<file path="config.mk">
export PLATFORM = sky130hd
export DESIGN_NAME = operand_feeder
export DESIGN_NICKNAME = d
export VERILOG_FILES = /design/src/rtl/operand_feeder_pkg.sv /design/src/rtl/operand_feeder_assembler.sv /design/src/rtl/operand_feeder.sv
export SDC_FILE = /design/constraint.sdc
export NUM_CORES = 1
export LEC_CHECK = 0
export ABC_CLOCK_PERIOD_IN_PS = 2300
export BUFFER_PORTS_ARGS = -buffer_cell sky130_fd_sc_hd__buf_4
export CORE_MARGIN = 2
export CORE_UTILIZATION = 52
export CTS_BUF_LIST = sky130_fd_sc_hd__clkbuf_4
export CTS_CLUSTER_SIZE = 28
export DETAILED_ROUTE_END_ITERATION = 16
export PLACE_DENSITY = 0.81
export SLEW_MARGIN = 10
export SYNTH_ARGS = -nofsm -noshare
export SYNTH_HDL_FRONTEND = slang
export SYNTH_SLANG_ARGS = --single-unit
export TNS_END_PERCENT = 50
</file>
<file path="constraint.sdc">
create_clock -name clock -period 2.3 [get_ports clock]
set_input_delay 0.23 -clock clock [delete_from_list [all_inputs] [get_ports clock]]
set_output_delay 0.23 -clock clock [all_outputs]
set_load 0.1 [all_outputs]
</file>
<file path="src/rtl/operand_feeder_pkg.sv">
// Shared constants and state encoding for the operand feeder.
package operand_feeder_pkg;

  localparam int WIDTH = 44;              // operand width, matches the adder
  localparam int BEAT  = 11;              // beat width
  localparam int NBEAT = WIDTH / BEAT;    // beats per operand
  localparam int CNT_W = $clog2(NBEAT);   // beat counter width

  // Collect x, collect y, hold a complete staged pair
  typedef enum logic [1:0] {
    S_X    = 2'd0,
    S_Y    = 2'd1,
    S_FULL = 2'd2
  } state_t;

endpackage

</file>
<file path="src/rtl/operand_feeder_assembler.sv">
// Beat assembler: shifts little-endian beats into the x or y staging
// register and counts beats within the operand being collected.
module operand_feeder_assembler
  import operand_feeder_pkg::*;
(
  input  logic             clock,
  input  logic             reset_n,
  input  logic             i_beat_en,   // a beat is transferred this cycle
  input  logic             i_sel_y,     // 1: beat belongs to y, 0: to x
  input  logic [BEAT-1:0]  i_data,
  input  logic             i_clear,     // flush or commit: empty the staging
  output logic [WIDTH-1:0] o_stage_x,
  output logic [WIDTH-1:0] o_stage_y,
  output logic             o_last       // current beat is the final one of an operand
);

  logic [CNT_W-1:0] r_cnt;
  logic [BEAT-1:0]  r_slot_x [NBEAT];
  logic [BEAT-1:0]  r_slot_y [NBEAT];

  assign o_last = (r_cnt == CNT_W'(NBEAT - 1));

  // Beat counter: advances per accepted beat, wraps after the last slot
  always_ff @(posedge clock or negedge reset_n) begin
    if (!reset_n) begin
      r_cnt <= '0;
    end else if (i_clear) begin
      r_cnt <= '0;
    end else if (i_beat_en) begin
      r_cnt <= o_last ? '0 : r_cnt + 1'b1;
    end
  end

  genvar gi;
  generate
    for (gi = 0; gi < NBEAT; gi++) begin : g_slot
      // Each slot captures the beat whose index matches the counter
      always_ff @(posedge clock or negedge reset_n) begin
        if (!reset_n) begin
          r_slot_x[gi] <= '0;
          r_slot_y[gi] <= '0;
        end else if (i_clear) begin
          r_slot_x[gi] <= '0;
          r_slot_y[gi] <= '0;
        end else if (i_beat_en && (r_cnt == CNT_W'(gi))) begin
          if (i_sel_y) r_slot_y[gi] <= i_data;
          else         r_slot_x[gi] <= i_data;
        end
      end

      assign o_stage_x[gi*BEAT +: BEAT] = r_slot_x[gi];
      assign o_stage_y[gi*BEAT +: BEAT] = r_slot_y[gi];
    end
  endgenerate

endmodule

</file>
<file path="src/rtl/operand_feeder.sv">
// Operand feeder: builds x/y pairs from a beat stream and presents them to
// the registered adder, flagging the cycle the adder output holds x+y.
module operand_feeder
  import operand_feeder_pkg::*;
(
  input  logic             clock,
  input  logic             reset_n,
  input  logic [BEAT-1:0]  in_data,
  input  logic             in_valid,
  output logic             in_ready,
  input  logic             flush,
  output logic [WIDTH-1:0] x,
  output logic [WIDTH-1:0] y,
  output logic             out_valid,
  input  logic             out_ready,
  output logic             sum_valid
);

  state_t           r_state;
  state_t           w_state_next;
  logic             w_in_ready;
  logic             w_beat_en;
  logic             w_commit;
  logic             w_last;
  logic [WIDTH-1:0] w_stage_x;
  logic [WIDTH-1:0] w_stage_y;
  logic [WIDTH-1:0] r_x;
  logic [WIDTH-1:0] r_y;
  logic             r_out_valid;
  logic             r_sum_valid;

  assign in_ready  = w_in_ready;
  assign x         = r_x;
  assign y         = r_y;
  assign out_valid = r_out_valid;
  assign sum_valid = r_sum_valid;

  operand_feeder_assembler u_assembler (
    .clock     (clock),
    .reset_n   (reset_n),
    .i_beat_en (w_beat_en),
    .i_sel_y   (r_state == S_Y),
    .i_data    (in_data),
    .i_clear   (flush | w_commit),
    .o_stage_x (w_stage_x),
    .o_stage_y (w_stage_y),
    .o_last    (w_last)
  );

  // State register
  always_ff @(posedge clock or negedge reset_n) begin
    if (!reset_n) r_state <= S_X;
    else          r_state <= w_state_next;
  end

  // Next state, beat acceptance and commit decision; flush overrides all
  always_comb begin
    w_state_next = r_state;
    w_in_ready   = (r_state != S_FULL);
    w_beat_en    = in_valid & w_in_ready & ~flush;
    w_commit     = 1'b0;
    if (flush) begin
      w_state_next = S_X;
    end else begin
      case (r_state)
        S_X:     if (w_beat_en && w_last) w_state_next = S_Y;
        S_Y:     if (w_beat_en && w_last) w_state_next = S_FULL;
        S_FULL: begin
          if (!r_out_valid || out_ready) begin
            w_commit     = 1'b1;
            w_state_next = S_X;
          end
        end
        default: w_state_next = S_X;
      endcase
    end
  end

  // Presented pair, its valid flag and the sum strobe aligned with the adder
  always_ff @(posedge clock or negedge reset_n) begin
    if (!reset_n) begin
      r_x         <= '0;
      r_y         <= '0;
      r_out_valid <= 1'b0;
      r_sum_valid <= 1'b0;
    end else begin
      if (w_commit) begin
        r_x <= w_stage_x;
        r_y <= w_stage_y;
      end
      r_out_valid <= w_commit | (r_out_valid & ~out_ready);
      r_sum_valid <= r_out_valid & out_ready;
    end
  end

endmodule

</file>
---- After elaboration in Yosys (flattened, before gate mapping) ----
Cells that the tools add are included.
storage, ports and cells
  bits of input ports ..................... 16
  flip-flop bits (word level) ............. 182
  output and inout port bits .............. 91
cells by class
  bitwise operators ....................... 8
  reductions and logical operators ........ 23
  equality and inequality tests ........... 10
  muxes and demuxes ....................... 29
  add/sub/neg operators ................... 1
operators with widths
  operator             number
  $mux 11              18
  $reduce_and 2->1     8
  $mux 2               7
  $reduce_bool 2->1    6
  $ne 3x3->1 const B   3
  $eq 2x2->1 const B   3
  $pmux 2 s3           1
  $and 1x1->1          4
  $eq 2x1->1 const B   2
  $logic_and 1x1->1    4
  $logic_not 2->1      2
  $ne 2x2->1 const B   2
  $mux 1               3
  $reduce_and 3->1     1
  $add 2x1->2 const B  1
  $not 1->1            2
  $or 1x1->1           2
  $logic_not 1->1      1
  $logic_or 1x1->1     1

---- Depth between registers and ports, before layout ----
  word-level depth ........................ 8
  gate-level depth with buffers ........... 7
  gate-level depth less buffers ........... 5

---- Hierarchy ----
From an unflattened synthesis, not the netlist that was laid out.
second synthesis, totals
  cells, all modules ...................... 535
  area, all modules ....................... 7,568.5 um^2
modules (own cells, without submodules)
  module                    area each (um^2)  sequential area each (um^2)  times used  cells each
  operand_feeder_assembler  4,093.9           2,252.2                      1           331
  operand_feeder            3,474.6           2,302.2                      1           204

---- Worst setup path after synthesis ----
Ideal clock, no wire load.
  path type ............................... flip-flop to flip-flop
  start point ............................. reg r_state[0]
  end point ............................... reg u_assembler.r_slot_y, in the netlist u_assembler.o_stage_y[35]
  stages on the path, launching flop included .. 7
  setup time .............................. 0.081 ns
  clock period less this slack ............ 2.475 ns
  buffers on the path ..................... 2
  arrival ................................. 2.393 ns
  path slack .............................. -0.175 ns
  cells stage by stage .................... dfrtp_1 -> and2b_2 -> inv_2 -> clkbuf_1 -> clkbuf_1 -> o21ai_0 -> mux2i_1
on the way
  cells in the longest elaborated chain, start to end .. 6
  elaborated cells on any way between the ends .. 13
  those cells by class .................... eq/ne: 3; mux: 3; bitwise: 3; reduce/logical: 4
RTL lines
  what                                line                            source
  start, declared                     operand_feeder.sv:19            state_t r_state;
  start signal, assigned              operand_feeder.sv:53            else r_state <= w_state_next;
  $ne 2x2->1                          operand_feeder.sv:59            w_in_ready = (r_state != S_FULL);
  named net in_ready                  operand_feeder.sv:10            output logic in_ready,
  $and 1x1->1 (2 in series)           operand_feeder.sv:60            w_beat_en = in_valid & w_in_ready & ~flush;
  $logic_and 1x1->1                   operand_feeder_assembler.sv:45  end else if (i_beat_en && (r_cnt == CNT_W'(gi))) begin
  $reduce_bool 2->1 (no source line)  -
  $reduce_and 2->1 (no source line)   -
  end signal, assigned by index       operand_feeder_assembler.sv:46  if (i_sel_y) r_slot_y[gi] <= i_data;
  end, declared                       operand_feeder_assembler.sv:19  logic [BEAT-1:0] r_slot_y [NBEAT];
The timed path passes the listed nets, and every way through them passes these cells.
A chain may end at the register's enable or synchronous reset.

---- Worst setup path in the final report ----
  start point ............................. reg r_state[1]
  end point ............................... out in_ready
on the way
  cells in the longest elaborated chain, start to end .. 1
RTL lines
  what           line
  $ne 2x2->1     operand_feeder.sv:59
  end, declared  operand_feeder.sv:10
No other way between the ends.

==> summary.md <==
Outcome
* status: complete, no violations

Synth
* async set-reset flop share out of synthesis: 100%
* count of distinct cell types in the synthesized netlist: 31
* library cell with the highest instance count after synthesis: dfrtp_1
* top_reg_cell synth: dfrtp_1
* total of flip-flops plus latches after synthesis: 182
* post-synth top area share: 56.2%
* top post-synthesis cells by count: 182 x dfrtp_1, 134 x o21ai_0, 68 x mux2_2, 68 x nor2b_1, 49 x clkbuf_1
* number of synthesis warnings: 0
* number of enable-type register cells in the synthesized netlist: 0
* Mapped Cells: 691
* cell types with the largest area share after synthesis: dfrtp_1 56%, mux2_2 9.4%, o21ai_0 8.3%, nor2b_1 5.2%, a32oi_1 4.8%
* post-synth net total: 711
* cell type with the largest total area after synthesis: dfrtp_1
* Seq/Total Area, Yosys: 56.2%
* cell area after technology mapping: 8110 um^2
* synthesized area per cell: 11.7 um^2

Setup path
* crit path cell chain: and2b_2 > inv_2 > buf_12 > buf_8
* CP required: 2070 ps
* startpoint kind of the worst setup timing path: flop
* Largest stage delay, worst path: 500 ps
* Setup Crit Path Kind: reg2out
* launching instance or port of the critical path: r_state[1]
* worst r2r src: r_state[0]
* CP Capture Type: primary output
* endpoint arrival time on the critical path: 1940 ps
* master of the slowest instance on the critical path: dfrtp_2
* largest fanout of any net on the critical path: 36

Clock tree
* clock sink count: 182
* CTS tree: yes
* post-CTS setup buffer count: 0
* CTS root buffer: clkbuf_4
* H-tree levels: 4
* clock-pin slew of the registers on the worst-case setup and hold paths: 150 ps
* clock latency on the worst-skew pair: 600 ps
* clock buffers created by TritonCTS: 17
* Clock Tree Buf Depth: 2

Layout
* area overhead of the layout relative to synthesis: 18.6%
* non-filler cells, final: 991
* final-layout fill cell count: 1162
* NumNets Final: 810
* share of post-route cells with drive strength above 1: 31.8%
* area occupied by registers: 4560 um^2
* antenna cells: 0
* area of the multi-input gates: 3270 um^2

Global route
* Tot GR Track Use: 24.1%
* vias in the first global route: 5908
* pin count of the biggest net entering global routing: 89
* number of antenna violations at the first check in global routing: 0
* first-pass GRT wire length: 31100 um
* global route total overflow: 0

STA
* final count of negative-setup-slack endpoints: 0
* Max Clk Rate: 460 MHz
* hold violation total from the final report: 0
* final slew viol count: 0
* Final Critical Period: 2170 ps
* unrepaired setup endpoints after global routing: no
* Relative slew margins: 58.7%
* pin slew with the least headroom to its limit: 620 ps
* Clock Skew: 20.4 ps
* final worst path period share: 94.5%
* Fin Setup TNS: 0 ps

Placement
* IO buf count: 106
* cell count after placement: 944
* routability congestion estimate: 0.797
* sum of net half-perimeters after detailed placement: 12100 um

Floorplanning
* Chip Width: 129 um
* Die Area: 16600 um^2
* height of the die: 129 um
* row count: 45
* number of ports placed on the die boundary: 107
* core footprint: 15200 um^2
* Initial Util: 53.3%

Pwr
* worst vdd rail ir drop: 0.327 mV
* power density cells: 575 nW/um^2
* PnR Total Power: 0.00552 W
* Leak: 4.79 nW

Detailed routing
* average wire length per cell after detail routing: 19.8 um
* Max Used Layer: met4
* vias after detailed routing: 6009
* met1 wire length: 8190 um
* Pre-Repair DR Iteration Count: 5
* average via count per standard cell: 6.06
* remaining number of nets flagged by the antenna check after routing: 0
* Routed WL: 19600 um
* total met2 wirelength after detailed routing: 9140 um
* met3 layer wire length in the routed design: 1650 um
* drt first-iter violations: 637
* DRC violations left: 0

Job
* max_cap viols: 0

Worst hold path
* worst hold-check path type: in2async

## critical path: cells and delay by family, from the launching register on
| kind | cells | cell delay, ps |
|---|---|---|
| simple gates | 1 | 270 |
| buf+inv | 3 | 550 |
| flops | 1 | 500 |
## area by class of cell
class	count	share of cell area [%]
tap	188	2.45
clock inverter	15	2.11
multi-input combinational	433	34.0
timing repair buffer	140	12.1
clock buffer	17	1.33
sequential	182	47.4
inverter	16	0.625
## state kept, by name, summed over array words and instances (netlist names)
name and cells:
sum_valid 1, r_state 2, x 44, y 44, u_assembler.o_stage_x 44, out_valid 1, u_assembler.r_cnt 2, u_assembler.o_stage_y 44
## power by group
part / switching (W) / internal (W) / leakage (nW) / total (W)
clock network: 0.00114 / 0.000863 / 0.151 / 0.00200
registers: 0.0000230 / 0.00322 / 2.53 / 0.00325
logic: 0.000194 / 0.0000840 / 2.11 / 0.000278
## stage by stage
step           cell area (um^2)  hold slack [ps]  util, %  worst slack [ps]
2_1_floorplan              8110            -65.6        -              16.4
3_3_place_gp               9110              138     59.9               387
3_5_place_dp               9110              144     59.9               310
4_1_cts                    9590             29.4     63.1              28.1
5_1_grt                    9610             67.7     63.2              38.6
6_report                   9610             67.9     63.2               126
## routing by layer
layer  track usage [%]  up-vias
met5                 0        -
met4              9.65        0
met2              37.3      279
met3              5.86       51
li1                  -     2670
met1              33.2     3009
## cell usage in the layout, fill, tap and decap left out, types with 3 or more instances in the layout
master,instances
buf_12,4
nand2_1,4
a32oi_1,44
ha_1,4
dlygate4sd3_1,14
inv_1,15
buf_4,119
o21ai_0,134
dfrtp_1,180
a21oi_1,25
bufinv_16,4
mux2i_1,22
and2_1,3
nor2b_1,67
mux2_4,20
clkbuf_4,17
clkinvlp_4,7
nand3_1,22
mux2_2,68
nor3_1,3
and3b_1,4
## path summary, 6_finish.rpt
kind | slack (ps) | end | cells past startpoint
min in group clock | 90 | r_state[0] | 4
max | 130 | in_ready | 4
max reg2reg | 230 | y[39] | 5
min reg2reg | 520 | y[14] | 1
max in group asynchronous | 1550 | x[2] | 3
min | 70 | u_assembler.o_stage_x[10] | 2
## repair_timing
item | 4_1_cts | 5_1_grt
gates resized for setup | 3 | 1
cloned | 0 | 1
endpoints found under the hold margin | 252 | 0
pin swaps | 0 | 0
hold buffers | 14 | 0
endpoints found under the setup margin | 1 | 1
## cell families (layout without fill, tap and decap cells)
kind of cell / count (synthesis) / count (layout) / share of synthesized area (%)
AOI/OAI and AO/OA: 205 / 205 / 14.8
DFF: 182 / 182 / 56.2
and+or+nand+nor: 112 / 112 / 8.46
muxes: 110 / 110 / 15.9
buffers and inverters: 76 / 188 / 3.90
adders and majority gates: 4 / 4 / 0.617
xor gates and xnor gates: 2 / 2 / 0.216
Power figures use the tool's default switching activity.
